`src/rtl/seg7_page_scheduler.sv`:
```
// seg7_page_scheduler: rotates TEMP/DUTY/ALERT display pages and converts their operands to BCD.
module seg7_page_scheduler #(
    parameter int DWELL_CYCLES = 200_000_000,
    parameter int DW_W = $clog2(DWELL_CYCLES)
) (
    input  logic        clk_100MHz,
    input  logic        reset,
    input  logic [7:0]  c_data,
    input  logic [7:0]  f_data,
    input  logic [7:0]  duty_data,
    input  logic        alert_req,
    input  logic [7:0]  alert_code,
    output logic        alert_ack,
    output logic [1:0]  page_id,
    output logic [11:0] bcd_left,
    output logic [11:0] bcd_right,
    output logic        disp_valid
);
    typedef enum logic [1:0] {LOAD, CONV_L, CONV_R, SHOW} state_t;
    localparam logic [1:0] TEMP = 2'd0, DUTY = 2'd1, ALERT = 2'd2;
    state_t state;
    logic [1:0] target, resume;
    logic [DW_W-1:0] dwell;
    logic [2:0] bit_cnt;
    logic [19:0] work, step;
    logic [7:0] right_bin;
    logic [11:0] left_bcd;
    logic [3:0] adj_h, adj_t, adj_o;
    logic [1:0] succ;
    // One double-dabble step on {hundreds, tens, ones, binary}; shared by both conversions.
    always_comb begin
        adj_h = work[19:16] >= 4'd5 ? work[19:16] + 4'd3 : work[19:16];
        adj_t = work[15:12] >= 4'd5 ? work[15:12] + 4'd3 : work[15:12];
        adj_o = work[11:8] >= 4'd5 ? work[11:8] + 4'd3 : work[11:8];
        step = {adj_h, adj_t, adj_o, work[7:0]} << 1;
        succ = target == TEMP ? DUTY : TEMP;
    end
    always_ff @(posedge clk_100MHz or posedge reset) begin
        if (reset) begin
            state <= LOAD;
            target <= TEMP;
            resume <= DUTY;
            dwell <= '0;
            bit_cnt <= '0;
            work <= '0;
            right_bin <= '0;
            left_bcd <= '0;
            page_id <= TEMP;
            bcd_left <= '0;
            bcd_right <= '0;
            disp_valid <= 1'b0;
            alert_ack <= 1'b0;
        end else begin
            disp_valid <= 1'b0;
            alert_ack <= 1'b0;
            case (state)
                LOAD: begin
                    work <= {12'd0, target == TEMP ? c_data : target == DUTY ? duty_data : alert_code};
                    right_bin <= target == TEMP ? f_data : 8'd0;
                    bit_cnt <= '0;
                    state <= CONV_L;
                end
                CONV_L: begin
                    bit_cnt <= bit_cnt + 3'd1;
                    work <= bit_cnt == 3'd7 ? {12'd0, right_bin} : step;
                    if (bit_cnt == 3'd7) begin
                        left_bcd <= step[19:8];
                        state <= CONV_R;
                    end
                end
                CONV_R: begin
                    bit_cnt <= bit_cnt + 3'd1;
                    work <= step;
                    if (bit_cnt == 3'd7) begin
                        page_id <= target;
                        bcd_left <= left_bcd;
                        bcd_right <= step[19:8];
                        disp_valid <= 1'b1;
                        alert_ack <= target == ALERT;
                        dwell <= '0;
                        state <= SHOW;
                    end
                end
                SHOW: begin
                    if (alert_req && target != ALERT) begin
                        dwell <= '0;
                        resume <= succ;
                        target <= ALERT;
                        state <= LOAD;
                    end else if (dwell == DW_W'(DWELL_CYCLES - 1)) begin
                        dwell <= '0;
                        target <= target == ALERT ? (alert_req ? ALERT : resume) : succ;
                        state <= LOAD;
                    end else begin
                        dwell <= dwell + DW_W'(1);
                    end
                end
                default: state <= LOAD;
            endcase
        end
    end
endmodule

```
`config.mk`:
```
export PLATFORM = sky130hd
export DESIGN_NAME = seg7_page_scheduler
export DESIGN_NICKNAME = d
export VERILOG_FILES = /design/src/rtl/seg7_page_scheduler.sv
export SDC_FILE = /design/constraint.sdc
export NUM_CORES = 1
export LEC_CHECK = 0
export CAP_MARGIN = 20
export CORE_ASPECT_RATIO = 0.9
export CORE_UTILIZATION = 58
export CTS_CLUSTER_SIZE = 12
export DETAILED_ROUTE_END_ITERATION = 7
export PLACE_DENSITY = 0.83
export SYNTH_ARGS = -nofsm -noshare
export SYNTH_HDL_FRONTEND = slang
export SYNTH_SLANG_ARGS = --single-unit
```
`constraint.sdc`:
```
create_clock -name clk_100MHz -period 11.5 [get_ports clk_100MHz]
set_input_delay 3.45 -clock clk_100MHz [delete_from_list [all_inputs] [get_ports clk_100MHz]]
set_output_delay 3.45 -clock clk_100MHz [all_outputs]
set_load 0.02 [all_outputs]
```
; ---- Yosys cells after proc, flatten, opt, wreduce, memory -nomap -nowiden
; Cells that the tools add are included.
[word_totals]
reg_bits = 105
out_inout_bits = 28
input_bits = 35
word_cells = 73
[op_classes]
n_eq_ne = 11
reduce_logical = 14
order_cmp = 3
mux = 27
add_sub_neg = 5
[op_table]
columns = op, count
row1 = 2-to-1 mux 28 bit, 3
row2 = case mux 20 bit (3 select lines), 1
row3 = case mux 28 bit (2 select lines), 1
row4 = adder 28 x 1 -> 28 bit (second input constant), 1
row5 = equality test 28 bit (second input constant), 1
row6 = 2-to-1 mux 8 bit, 3
row7 = 2-to-1 mux 20 bit, 1
row8 = 2-to-1 mux 2 bit, 8
row9 = greater-or-equal comparator 4 x 3 -> 1 bit (second input constant), 3
row10 = AND reduction 2 bit, 5
row11 = adder 4 x 2 -> 4 bit (second input constant), 2
row12 = 2-to-1 mux 4 bit, 2
row13 = case mux 2 bit (4 select lines), 1
row14 = equality test 2 bit (second input constant), 3
row15 = != test 2 bit (second input constant), 3
row16 = case mux 3 bit (2 select lines), 1
row17 = nonzero test 2 bit, 3
row18 = 2-to-1 mux 1 bit, 5
row19 = equality test 2 x 1 -> 1 bit (second input constant), 2
row20 = logical NOT 2 bit, 2
row21 = adder 3 x 1 -> 3 bit (second input constant), 1
row22 = adder 3 x 2 -> 3 bit (second input constant), 1
row23 = equality test 3 bit (second input constant), 1
row24 = 2-to-1 mux 3 bit, 1
row25 = other kinds (5), 5

; ---- Logic depth before layout (Yosys ltp)
; Gate-level depths: netlist of the first run.
[depth]
ltp_word = 5
mapped_depth = 8
mapped_depth_nobuf = 7

; ---- Least setup slack after synthesis of the first run
; OpenSTA, ideal clock, no wires.
[synth_timing]
path_kind = in2reg
startpoint = input port alert_req
endpoint = register dwell[8]
path_stages = 6
t_required_ps = 11428
path_buffers = 2
setup_ps = 72
slack_ps = 7193
t_arrival_ps = 4235
cell_sequence = a21oi_1 o31ai_2 and2_1 buf_4 buf_4 nor2_1
[synth_between]
elab_chain_cells = 3
[synth_rtl]
columns = element, line_no
row1 = start: declaration, 11  ; input logic alert_req,
row2 = logical AND 1 bit, 85  ; if (alert_req && target != ALERT) begin
row3 = 2-to-1 mux 28 bit, 85
row4 = case mux 28 bit (2 select lines), 56  ; case (state)
row5 = end signal: assignment, 95  ; dwell <= dwell + DW_W'(1);
row6 = end: declaration, 23  ; logic [DW_W-1:0] dwell;
; Every way passes these cells.
; A chain may end at the register's enable or synchronous reset.

; ---- Worst setup path in the final report of the first run
[layout_timing]
startpoint = input port alert_req
endpoint = register dwell[7]
; The elaborated chain is that of the path after synthesis.

==> results of run 1 <==
-- metal layers --
metal,GRT usage,routed length (um)
met1,0.308,4460
met2,0.403,4580
met3,0.0364,407
met4,0.0842,163
met5,0,0
-- synth_stat cells, types with 5 or more instances --
cell type    n
dfrtp_1    103
nand2_1     56
o21ai_0     56
nor2_1      43
inv_1       21
xor2_1      21
mux2_2      20
nand3_1     20
a21oi_1     17
clkbuf_1    15
ha_1        15
nand4_1     12
mux2i_1      8
a222oi_1     7
xnor2_1      7
nand2b_1     6
nor3_1       5
nor3b_1      5
-- area by class of cell --
class / count / share of cell area
flip-flops and latches: 104 / 0.446
clock inverters: 4 / 0.0131
clock buffers: 11 / 0.0259
well taps: 99 / 0.0212
multi-input cells: 338 / 0.370
repair buffers: 65 / 0.110
inverters: 21 / 0.0139
-- kinds of logic after synthesis --
group           count (synthesis)  synth area share
flops                         104             0.527
compound gates                 95             0.113
xor+xnor                       28            0.0496
buf+inv                        42            0.0357
simple gates                  171             0.172
mux                            29            0.0645
fa+ha+maj                      15            0.0380
-- stage by stage --
stage          hold WS [ns]  instance area [um2]   util  worst slack, ns
6_report              0.481                 5840  0.717             6.45
5_1_grt               0.516                 5840  0.717             6.32
4_1_cts               0.489                 5840  0.717             6.47
3_5_place_dp          0.467                 5610  0.689             6.10
3_3_place_gp          0.459                 5610  0.688             6.22
2_1_floorplan         0.446                 4940      -             5.32
-- worst max-delay path by stage --
stage               cells after the start       from        end  slack (ns)
global placement                        5  alert_req  dwell[23]        6.22
floorplan                               1      reset  alert_ack        5.32
finish                                  5  alert_req   dwell[7]        6.45
detailed placement                      5  alert_req  dwell[22]        6.10
global route                            5  alert_req  dwell[20]        6.32
CTS                                     5  alert_req   dwell[7]        6.47
-- tightest hold or removal path: cells and delay by family, from the launching register on --
| kind | cells | cell delay (ns) |
|---|---|---|
| flip-flops | 1 | 0.35 |
| AO/OA/AOI/OAI | 1 | 0.06 |
| AND/OR/NAND/NOR | 1 | 0.04 |
-- flip-flops by register name, summed over array words and instances (netlist names) --
signal and cells:
state 2, dwell 28, resume 1, right_bin 8
alert_ack 1, target 2, work 20, page_id 2
bcd_left 12, bit_cnt 3, left_bcd 12, disp_valid 1
bcd_right 12
-- cell usage in the layout (no fill, tap or decap), types with 2 or more instances in the layout --
| cell | instances |
|---|---|
| nand3_1 | 20 |
| a2bb2oi_1 | 2 |
| o21ai_0 | 56 |
| ha_1 | 15 |
| nor3b_1 | 5 |
| a22o_1 | 4 |
| a21oi_1 | 17 |
| and3_1 | 3 |
| dfrtp_1 | 103 |
| clkdlybuf4s50_1 | 62 |
| xor2_1 | 21 |
| xnor2_1 | 7 |
| nand2_1 | 56 |
| nor2b_1 | 4 |
| a31oi_1 | 2 |
| nand4_1 | 12 |
| nor2_1 | 43 |
| clkbuf_8 | 11 |
| buf_4 | 2 |
| and4_1 | 2 |
| a222oi_1 | 7 |
| mux2_2 | 20 |
| inv_1 | 20 |
| nor4b_1 | 2 |
| nor3_1 | 5 |
| bufinv_16 | 2 |
| o21a_1 | 2 |
| mux2i_1 | 8 |
| and2_1 | 2 |
| nand2b_1 | 6 |
-- power groups by stage --
stage	registers [W]	clock network, W	logic, W
floorplan	0.000519	0	0.000228
global placement	0.000500	0	0.000347
detailed placement	0.000505	0	0.000365
CTS	0.000498	0.000259	0.000365
global route	0.000508	0.000275	0.000403
finish	0.000497	0.000255	0.000362
==> results.cfg, run 1 <==
[outcome]
outcome = completed

[clocking]
clk_pin_slew_worst_paths_ns = 0.09
cts_root_buffer = clkbuf_8
numCtsBuffers = 9
cts_tree = built
htreeDepth = 3
clock_path_buffers = 2
insertion_delay_ns = 0.36
cts_resized = 0
cts_setup_buffers = 0
cts_sinks = 104
ctsHoldBuffers = 0

[power]
pwr-share-clk = 0.229
p_seq_frac = 0.446
p_sw_w = 0.000379
total_power_w = 0.00111
irDropWorstVdd_mv = 0.0845
power_leakage_nw = 2.60
switching_share = 0.340
combPwrFrac = 0.325
internal_power_w = 0.000736
p_per_area_nw_per_um2 = 191

[drt]
wl_um = 9620
vias = 3724
drtIter0Drc = 198
wl_per_cell_um = 15.0
vias_per_cell = 5.80
detail-route-antenna-nets = 0
drc = 0
dr.pass1.iters = 5

[final_layout]
synthToLayoutAreaGrowth_pct = 18.1
antennaDiodeCount = 0
fillers = 584
multi_input_area_um2 = 2160
regArea_um2 = 2600
fin_cells = 642
nets = 589
drive_gt1_frac = 0.0847

[logic_synthesis]
synth_top_cells_by_area = dfrtp_1 52%, o21ai_0 5.7%, mux2_2 4.6%
yosys_warnings = 0
async_flop_share = 1.00
avgSynthCellArea_um2 = 10.2
synth_top_area_cell = dfrtp_1
yosysUniqueCellTypes = 48
synthesis.area_um2 = 4940
synth_seq_cells = 104
synthFlopType = dfrtp_1
synth_edf_count = 0
synth_seq_area_share = 0.527
synthCells = 484
synth_top_area_frac = 0.521
synth_nets = 534

[grt]
grtUsageTotal = 0.234
grt_pass1_wl_um = 16200
grt_overflow = 0
grt_pass1_vias = 3505
antenna_found_initial = 0
grt_start_max_net_pins = 55

[run]
maxCapViolCount = 0

[worst_hold_path]
min_delay_worst_endpoint = left_bcd[4]
hold_path.startpoint = left_bcd[4]
hold_path.class = flop to flop
holdPathStages = 2

[sta]
worst_pin_slew_ns = 0.969
hold_viol_final = 0
setup_tns_ns = 0
fin_crit_sh = 0.439
setup-violations-final = 0
rsz0062_at_grt = false
clock_skew_ns = 0.00951
slew_viol_final = 0
relSlewSlack = 0.354
finalCriticalPeriod_ns = 5.05
fmax_mhz = 198

[die]
die_w_um = 99.3
ioPinCount = 63
design.core.area_um2 = 8150
num_rows = 31
dieHeight_um = 89.6
initial_core_util = 0.607
dieArea_um2 = 8900

[worst_setup_path]
ff2ff_path_depth = 6
slowest_delay_ns = 0.83
start_kind = primary input
critical_path_required_ns = 11.70
end_kind = flop
arrival_ns = 5.25
timing.rr.end = dwell[7]
slowest_stage = and2_1
r2r_start = dwell[0]
crit_buf_inv = 1
critical_path_class = primary input to flop
critPathTopFamily = simple AND/OR/NAND/NOR gates
crit_chain = clkdlybuf4s50_1 > a21oi_1 > o31ai_2 > and2_1 > nor2_1
path_max_fanout = 26
ff2ff_setup_slack_ns = 8.69

[placed_design]
place_congestion = 0.791
dp.cells = 627
dp_hpwl_um = 6890
portBuffers = 62
No activity file was read; power rests on OpenSTA's default activity.
==> run 2: changes to the inputs <==
CORE_UTILIZATION = 55   (was 58)
PLACE_DENSITY = 0.79   (was 0.83)
clock period = 4.7 ns   (was 11.5 ns; I/O delays follow)
==> results.cfg, run 2 (synthesis results as in run 1) <==
[clocking]
cts_sinks = 104
numCtsBuffers = 9
htreeDepth = 3
cts_setup_buffers = 0
ctsHoldBuffers = 0
clk_pin_slew_worst_paths_ns = 0.10
insertion_delay_ns = 0.37
cts_tree = built
cts_resized = 0
clock_path_buffers = 2
cts_root_buffer = clkbuf_8

[sta]
setup-violations-final = 0
slew_viol_final = 0
hold_viol_final = 0
rsz0062_at_grt = false
clock_skew_ns = 0.0111
setup_tns_ns = 0
worst_pin_slew_ns = 0.956
hold_slack_ns = 0.484
fin_crit_sh = 0.626
finalCriticalPeriod_ns = 2.94
fmax_mhz = 340
relSlewSlack = 0.361

[die]
die_w_um = 102
initial_core_util = 0.572
design.core.area_um2 = 8650
num_rows = 32
dieArea_um2 = 9370
dieHeight_um = 91.9
ioPinCount = 63

[worst_setup_path]
arrival_ns = 3.16
critical_path_class = primary input to flop
end_kind = flop
start_kind = primary input
path_max_fanout = 26
critical_path_required_ns = 4.91

[worst_hold_path]
hold_path.class = flop to flop

[grt]
grt_start_max_net_pins = 70
grtUsageTotal = 0.229
grt_pass1_vias = 3498
grt_pass1_wl_um = 16700
grt_overflow = 0
antenna_found_initial = 0

[final_layout]
reg.largest.list = dwell: 28 flops, work: 20 flops
top_register = dwell
final_cell_area_um2 = 5840
largest_reg_flops = 28
drive_gt1_frac = 0.0881
mostFrequentLayoutCell = dfrtp_1
layout_common_cells = 103 x dfrtp_1, 62 x clkdlybuf4s50_1, 56 x nand2_1, 56 x o21ai_0, 43 x nor2_1
synthToLayoutAreaGrowth_pct = 18.1
nets = 590
antennaDiodeCount = 0

[power]
p_per_area_nw_per_um2 = 454
power_leakage_nw = 2.58
irDropWorstVdd_mv = 0.352

[drt]
detail-route-antenna-nets = 0
drc = 0
vias = 3682
wl_met2_um = 4750
drtIter0Drc = 187
wl_met3_um = 379
dr.pass1.iters = 8
highest-signal-layer = met4
wl_um = 9770
met1_length_um = 4520
wl_per_cell_um = 14.7
vias_per_cell = 5.55

[run]
maxCapViolCount = 0

[placed_design]
dp_hpwl_um = 6830
placed_area_um2 = 5650
place_congestion = 0.810
portBuffers = 62

[outcome]
outcome = completed
## run 2: changes by cell type in the layout (fill, tap and decap cells not counted), sizes merged
cell      delta
buf          +1
inv          +1
bufinv       -2
clkbuf       -2
clkinv       +2
clkinvlp     +2
## run 2: stage by stage
stage | util | worst slack (ns) | instances | power, W
after floorplan | - | 0.559 | 484 | 0.00183
after global placement | 0.652 | 1.45 | 647 | 0.00208
after detailed placement | 0.653 | 1.35 | 648 | 0.00213
after CTS | 0.675 | 1.74 | 664 | 0.00267
after global routing | 0.675 | 1.61 | 664 | 0.00282
final | 0.675 | 1.76 | 664 | 0.00265
## run 2: worst paths after layout
check,start,end,slack [ns],depth (start not counted)
setup / recovery,alert_req,dwell[2],1.76,5
hold / removal,left_bcd[10],left_bcd[10],0.48,2
setup reg to reg,dwell[0],dwell[2],1.92,6
hold reg to reg,left_bcd[10],left_bcd[10],0.48,2
max in group asynchronous,reset,right_bin[6],2.37,3
min in group asynchronous,reset,bcd_right[7],1.57,2
## run 2: cell type report
cell class / instances / area, um2
flip-flops and latches: 104 / 2600
multi-input cells: 338 / 2160
clock inverters: 7 / 67.6
fillers: 686 / 2810
inverters: 21 / 81.3
well taps: 119 / 149
clock buffers: 9 / 124
repair buffers: 66 / 651
## run 2: report_power, final
part	internal [W]	switching [W]
sequential	0.00108	0.000143
combinational	0.000398	0.000500
clock	0.000203	0.000328
## run 2: metal layers
| metal | up-vias | track usage |
|---|---|---|
| met4 | 0 | 0.0726 |
| met3 | 10 | 0.0473 |
| met5 | - | 0 |
| met2 | 97 | 0.356 |
| li1 | 1798 | - |
| met1 | 1777 | 0.324 |
## run 2: worst max-delay path: stages
cell and delay (ns):
clkdlybuf4s50_1 0.58, a21oi_1 0.11, o31ai_2 0.13, and2_1 0.79, nor2_1 0.14
==> run 3: changes to the inputs <==
CORE_UTILIZATION = 50   (was 55)
PLACE_DENSITY = 0.76   (was 0.79)
clock period = 2.7 ns   (was 4.7 ns; I/O delays follow)
==> results.cfg, run 3 (synthesis results as in run 1) <==
[final_layout]
layout_common_cells = 103 x dfrtp_1, 62 x clkdlybuf4s50_1, 56 x nand2_1, 56 x o21ai_0, 43 x nor2_1
reg.largest.list = dwell: 28 flops, work: 20 flops
largest_reg_flops = 28
nets = 596
drive_gt1_frac = 0.0980
mostFrequentLayoutCell = dfrtp_1
antennaDiodeCount = 0
synthToLayoutAreaGrowth_pct = 19.9
final_cell_area_um2 = 5930
top_register = dwell

[power]
power_leakage_nw = 2.63
irDropWorstVdd_mv = 0.412
pwr-share-clk = 0.211
p_seq_frac = 0.454
internal_power_w = 0.00296
p_sw_w = 0.00170
combPwrFrac = 0.335
p_per_area_nw_per_um2 = 786
switching_share = 0.365

[clocking]
htreeDepth = 3
numCtsBuffers = 9
clock_path_buffers = 2
cts_tree = built
cts_resized = 0
cts_setup_buffers = 0
clk_pin_slew_worst_paths_ns = 0.12
cts_sinks = 104
insertion_delay_ns = 0.39
ctsHoldBuffers = 0
cts_root_buffer = clkbuf_8

[drt]
detail-route-antenna-nets = 0
drc = 2
vias = 3789
vias_per_cell = 5.60
wl_met2_um = 4770
wl_um = 9960
drtIter0Drc = 186
wl_per_cell_um = 14.7
met1_length_um = 4540
highest-signal-layer = met4
dr.pass1.iters = 8
wl_met3_um = 540

[placed_design]
portBuffers = 62
placed_area_um2 = 5720
dp_hpwl_um = 7030
place_congestion = 0.808

[worst_setup_path]
crit_buf_inv = 1
slowest_stage = or3b_2
end_kind = flop
path_max_fanout = 26
slowest_delay_ns = 0.46
crit_chain = ha_1 > nand4_1 > or3b_2 > o31ai_2 > and2_1 > buf_4 > nor2_1
arrival_ns = 2.56
critPathTopFamily = simple AND/OR/NAND/NOR gates
critical_path_class = flop to flop
start_kind = flop
critical_path_required_ns = 2.96

[sta]
relSlewSlack = 0.598
fin_crit_sh = 0.852
clock_skew_ns = 0.0194
slew_viol_final = 0
worst_pin_slew_ns = 0.603
setup-violations-final = 0
setup_tns_ns = 0
fmax_mhz = 435
rsz0062_at_grt = false
hold_viol_final = 0
finalCriticalPeriod_ns = 2.30

[die]
dieArea_um2 = 10300
initial_core_util = 0.512
design.core.area_um2 = 9660
dieHeight_um = 96.3
num_rows = 34
ioPinCount = 63
die_w_um = 107

[grt]
grt_pass1_vias = 3549
grt_start_max_net_pins = 105
grtUsageTotal = 0.210
grt_pass1_wl_um = 16700
grt_overflow = 0
antenna_found_initial = 0

[run]
maxCapViolCount = 0

[outcome]
violations = DRC
outcome = complete, but fails checks

[worst_hold_path]
hold_path.class = flop to flop
==> run 3: cell count changes in the layout (fill, tap and decap cells not counted) <==
cell        change
clkinvlp_4      -2
buf_4           +5
clkinv_8        +2
clkinv_4        +1
inv_4           -1
buf_12          +1
==> run 3: path summary, 6_finish.rpt <==
kind / from / to / slack, ns / cells after the start
max in group asynchronous: reset / state[0] / 1.38 / 3
hold / removal: left_bcd[4] / left_bcd[4] / 0.49 / 2
min in group asynchronous: reset / disp_valid / 0.91 / 3
setup reg to reg: dwell[0] / dwell[2] / 0.40 / 7
hold reg to reg: left_bcd[4] / left_bcd[4] / 0.49 / 2
setup / recovery: dwell[0] / dwell[2] / 0.40 / 7
==> run 3: routing by layer <==
metal	GRT usage	vias up
li1	-	1810
met1	0.278	1855
met2	0.348	112
met3	0.0393	12
met4	0.0742	0
met5	0	-
==> run 3: tightest hold or removal path, cell delays in order, from the launching register on <==
cell     delay, ns
dfrtp_1       0.36
nand2_1       0.04
o21ai_0       0.06
==> run 3: metrics by stage <==
step | total power, W | util | hold slack, ns | instances | worst slack [ns]
final | 0.00466 | 0.614 | 0.489 | 677 | 0.400
after global routing | 0.00496 | 0.614 | 0.523 | 677 | 0.278
after CTS | 0.00469 | 0.614 | 0.496 | 677 | 0.438
after detailed placement | 0.00373 | 0.592 | 0.468 | 661 | 0.401
after global placement | 0.00365 | 0.592 | 0.463 | 661 | 0.450
after floorplan | 0.00318 | - | 0.446 | 484 | 0.480
==> run 3: cell type report <==
type | instances | area (um2)
clock buffer | 9 | 124
clock inverter | 7 | 86.3
fill | 823 | 3730
inverter | 21 | 82.6
multi-input combinational | 338 | 2160
sequential | 104 | 2600
tap | 126 | 158
timing repair buffer | 72 | 708
==> run 3: power groups by stage <==
stage	clock (W)	combinational, W	sequential [W]
2_1_floorplan	0	0.000972	0.00221
3_3_place_gp	0	0.00153	0.00213
3_5_place_dp	0	0.00157	0.00215
4_1_cts	0.000998	0.00158	0.00212
5_1_grt	0.00106	0.00174	0.00217
6_report	0.000983	0.00156	0.00211
==> patch: new RTL, flow settings as in run 2 <==
The 4 states of `state_t` get a one-hot encoding in 4 bits.
--- a/src/rtl/seg7_page_scheduler.sv
+++ b/src/rtl/seg7_page_scheduler.sv
@@ -16,7 +16,7 @@
     output logic [11:0] bcd_right,
     output logic        disp_valid
 );
-    typedef enum logic [1:0] {LOAD, CONV_L, CONV_R, SHOW} state_t;
+    typedef enum logic [3:0] {LOAD = 4'b0001, CONV_L = 4'b0010, CONV_R = 4'b0100, SHOW = 4'b1000} state_t;
     localparam logic [1:0] TEMP = 2'd0, DUTY = 2'd1, ALERT = 2'd2;
     state_t state;
     logic [1:0] target, resume;
Formal check against the unedited RTL: same outputs for any inputs over 10 cycles, from zero or initial values and one cycle with reset high; not proved beyond that.
==> patch against run 2 <==
Worst setup slack got worse by 220 ps. Area after synthesis is 2.8% higher. Die area is 2.7% higher. Design area is 2.0% higher. Sequential cell count is 2 higher. Wire length up 9.8%. Highest routed layer unchanged.
Power is not compared: it rests on default switching activity, and its combinational part moved more than twofold at a synthesized area within 25%.
==> patch: results <==
synth:
  seq_area_frac_synth_pct: 52.27
  ys_types: 50
  synthAdderAreaFrac_pct: 2.217
  muxShareOfSynthArea_pct: 3.719
  synth_xor_area_share_pct: 2.069
  syn-instance-count: 539
  yosysWarnings: 0
  syn-num-nets: 583
  async_flop_share_pct: 100.0
  yosys-top-cells-count: "124 x nand2_1, 104 x dfrtp_1, 40 x o21ai_0"
  synth-compound-area-share_pct: 15.10
  yosys-top-cells-area: "dfrtp_1 51%, nand2_1 9.2%, o21ai_0 3.9%"
run_status:
  outcome: "completed"
placed_design:
  place.gp.congestion: 0.8240
  place_inst: 693
  post-dp-hpwl_um: 7461
  port_buffers: 62
  dp_slack_ps: 1135
  placed_area_mm2: 0.005751
final_layout:
  nNetsFinal: 629
  drive_gt1_share_pct: 6.102
  reg.largest.list: "dwell x28, work x20"
  diodes: 0
  largest_register: "dwell"
worst_hold_path:
  holdPathStages: 2
  hold_end: "bcd_left[10]$_DFFE_PP0P_"
  holdCritPathClass: "reg2reg"
clocking:
  postCtsSetupRepairBufs: 0
  cts_buffer_depth: 2
  cts_inserted_buffers: 9
  root_buffer: "clkbuf_8"
  clk_latency_ps: 380
route:
  drt-vias-per-instance: 5.817
  drt_wl_total_um: 10730
  first_pass_iters: 5
  drt-wirelength-per-cell_um: 15.14
  drt_iter0_drc: 256
global_route:
  antenna_found_initial: 0
  grt_max_degree: 62
  track_usage_pct: 24.44
  grt_pass1_wl_um: 18080
  grt_pass1_vias: 3919
timing:
  skew_ps: 13.37
  drv_slew: 0
  hold_ws_ps: 480.9
  slew_headroom_pct: 32.35
pwr:
  leakage_nw: 2.662
  peakVddDrop_v: 0.0002047
worst_setup_path:
  r2r_start: "bit_cnt[0]$_DFFE_PP0N_"
  rr_worst_depth: 7
  reg2reg_to: "dwell[27]$_DFFE_PP0P_"
  arrival_ps: 3400
  cp_max_fo: 16
  reg2reg_slack_ps: 1740
## patch: changes by cell type after synthesis, moves of 7 or more
cell,run 2,this run
or3_1,1,12
nand4_1,12,4
o31ai_1,1,15
a211oi_1,0,7
xor2_1,21,1
mux2_2,20,7
a21oi_1,17,26
clkbuf_1,15,25
a222oi_1,7,0
nand2_1,56,124
o21ai_0,56,40
a221oi_1,0,7
nor2_1,43,24
## patch: cell type report
type                    count  area [um^2]
fillers                   702         2813
flip-flops and latches    106         2655
multi-input cells         383         2218
repair buffers             67        658.1
well taps                 119        148.9
clock buffers               9        123.9
clock inverters             7        81.33
inverters                  18        70.07
## patch: cells by family (layout without fill, tap and decap cells)
group | after synthesis | after routing
buffers and inverters | 50 | 101
flip-flops | 106 | 106
AO/OA/AOI/OAI | 120 | 120
XOR/XNOR | 12 | 12
multiplexers | 18 | 18
adder cells (fa/ha/maj) | 9 | 9
AND/OR/NAND/NOR | 224 | 224
## patch: where the power goes
group | internal, mW | switching (mW)
registers | 0.977 | 0.0334
clock network | 0.213 | 0.346
logic | 0.109 | 0.108
## patch: worst max-delay path by stage
stage                       endpoint  startpoint  slack (ps)
2_1_floorplan    alert_ack$_DFF_PP0_       reset         500
3_3_place_gp   dwell[12]$_DFFE_PP0P_   alert_req        1250
3_5_place_dp   dwell[14]$_DFFE_PP0P_   alert_req        1140
4_1_cts        dwell[11]$_DFFE_PP0P_   alert_req        1550
5_1_grt        dwell[15]$_DFFE_PP0P_   alert_req        1370
6_report       dwell[14]$_DFFE_PP0P_   alert_req        1530
## patch: routing by layer
metal	track usage (%)	up-vias	share of wire [%]
met3	5.232	9	5.6
met2	40.67	138	48
met4	6.690	0	1.1
li1	-	1984	-
met5	0	-	0
met1	32.32	1993	46
## patch: critical path, cell delays in order
cell,delay [ps]
clkdlybuf4s50_1,590
a21oi_1,200
o31a_1,260
nor2_1,810
nor2_1,120
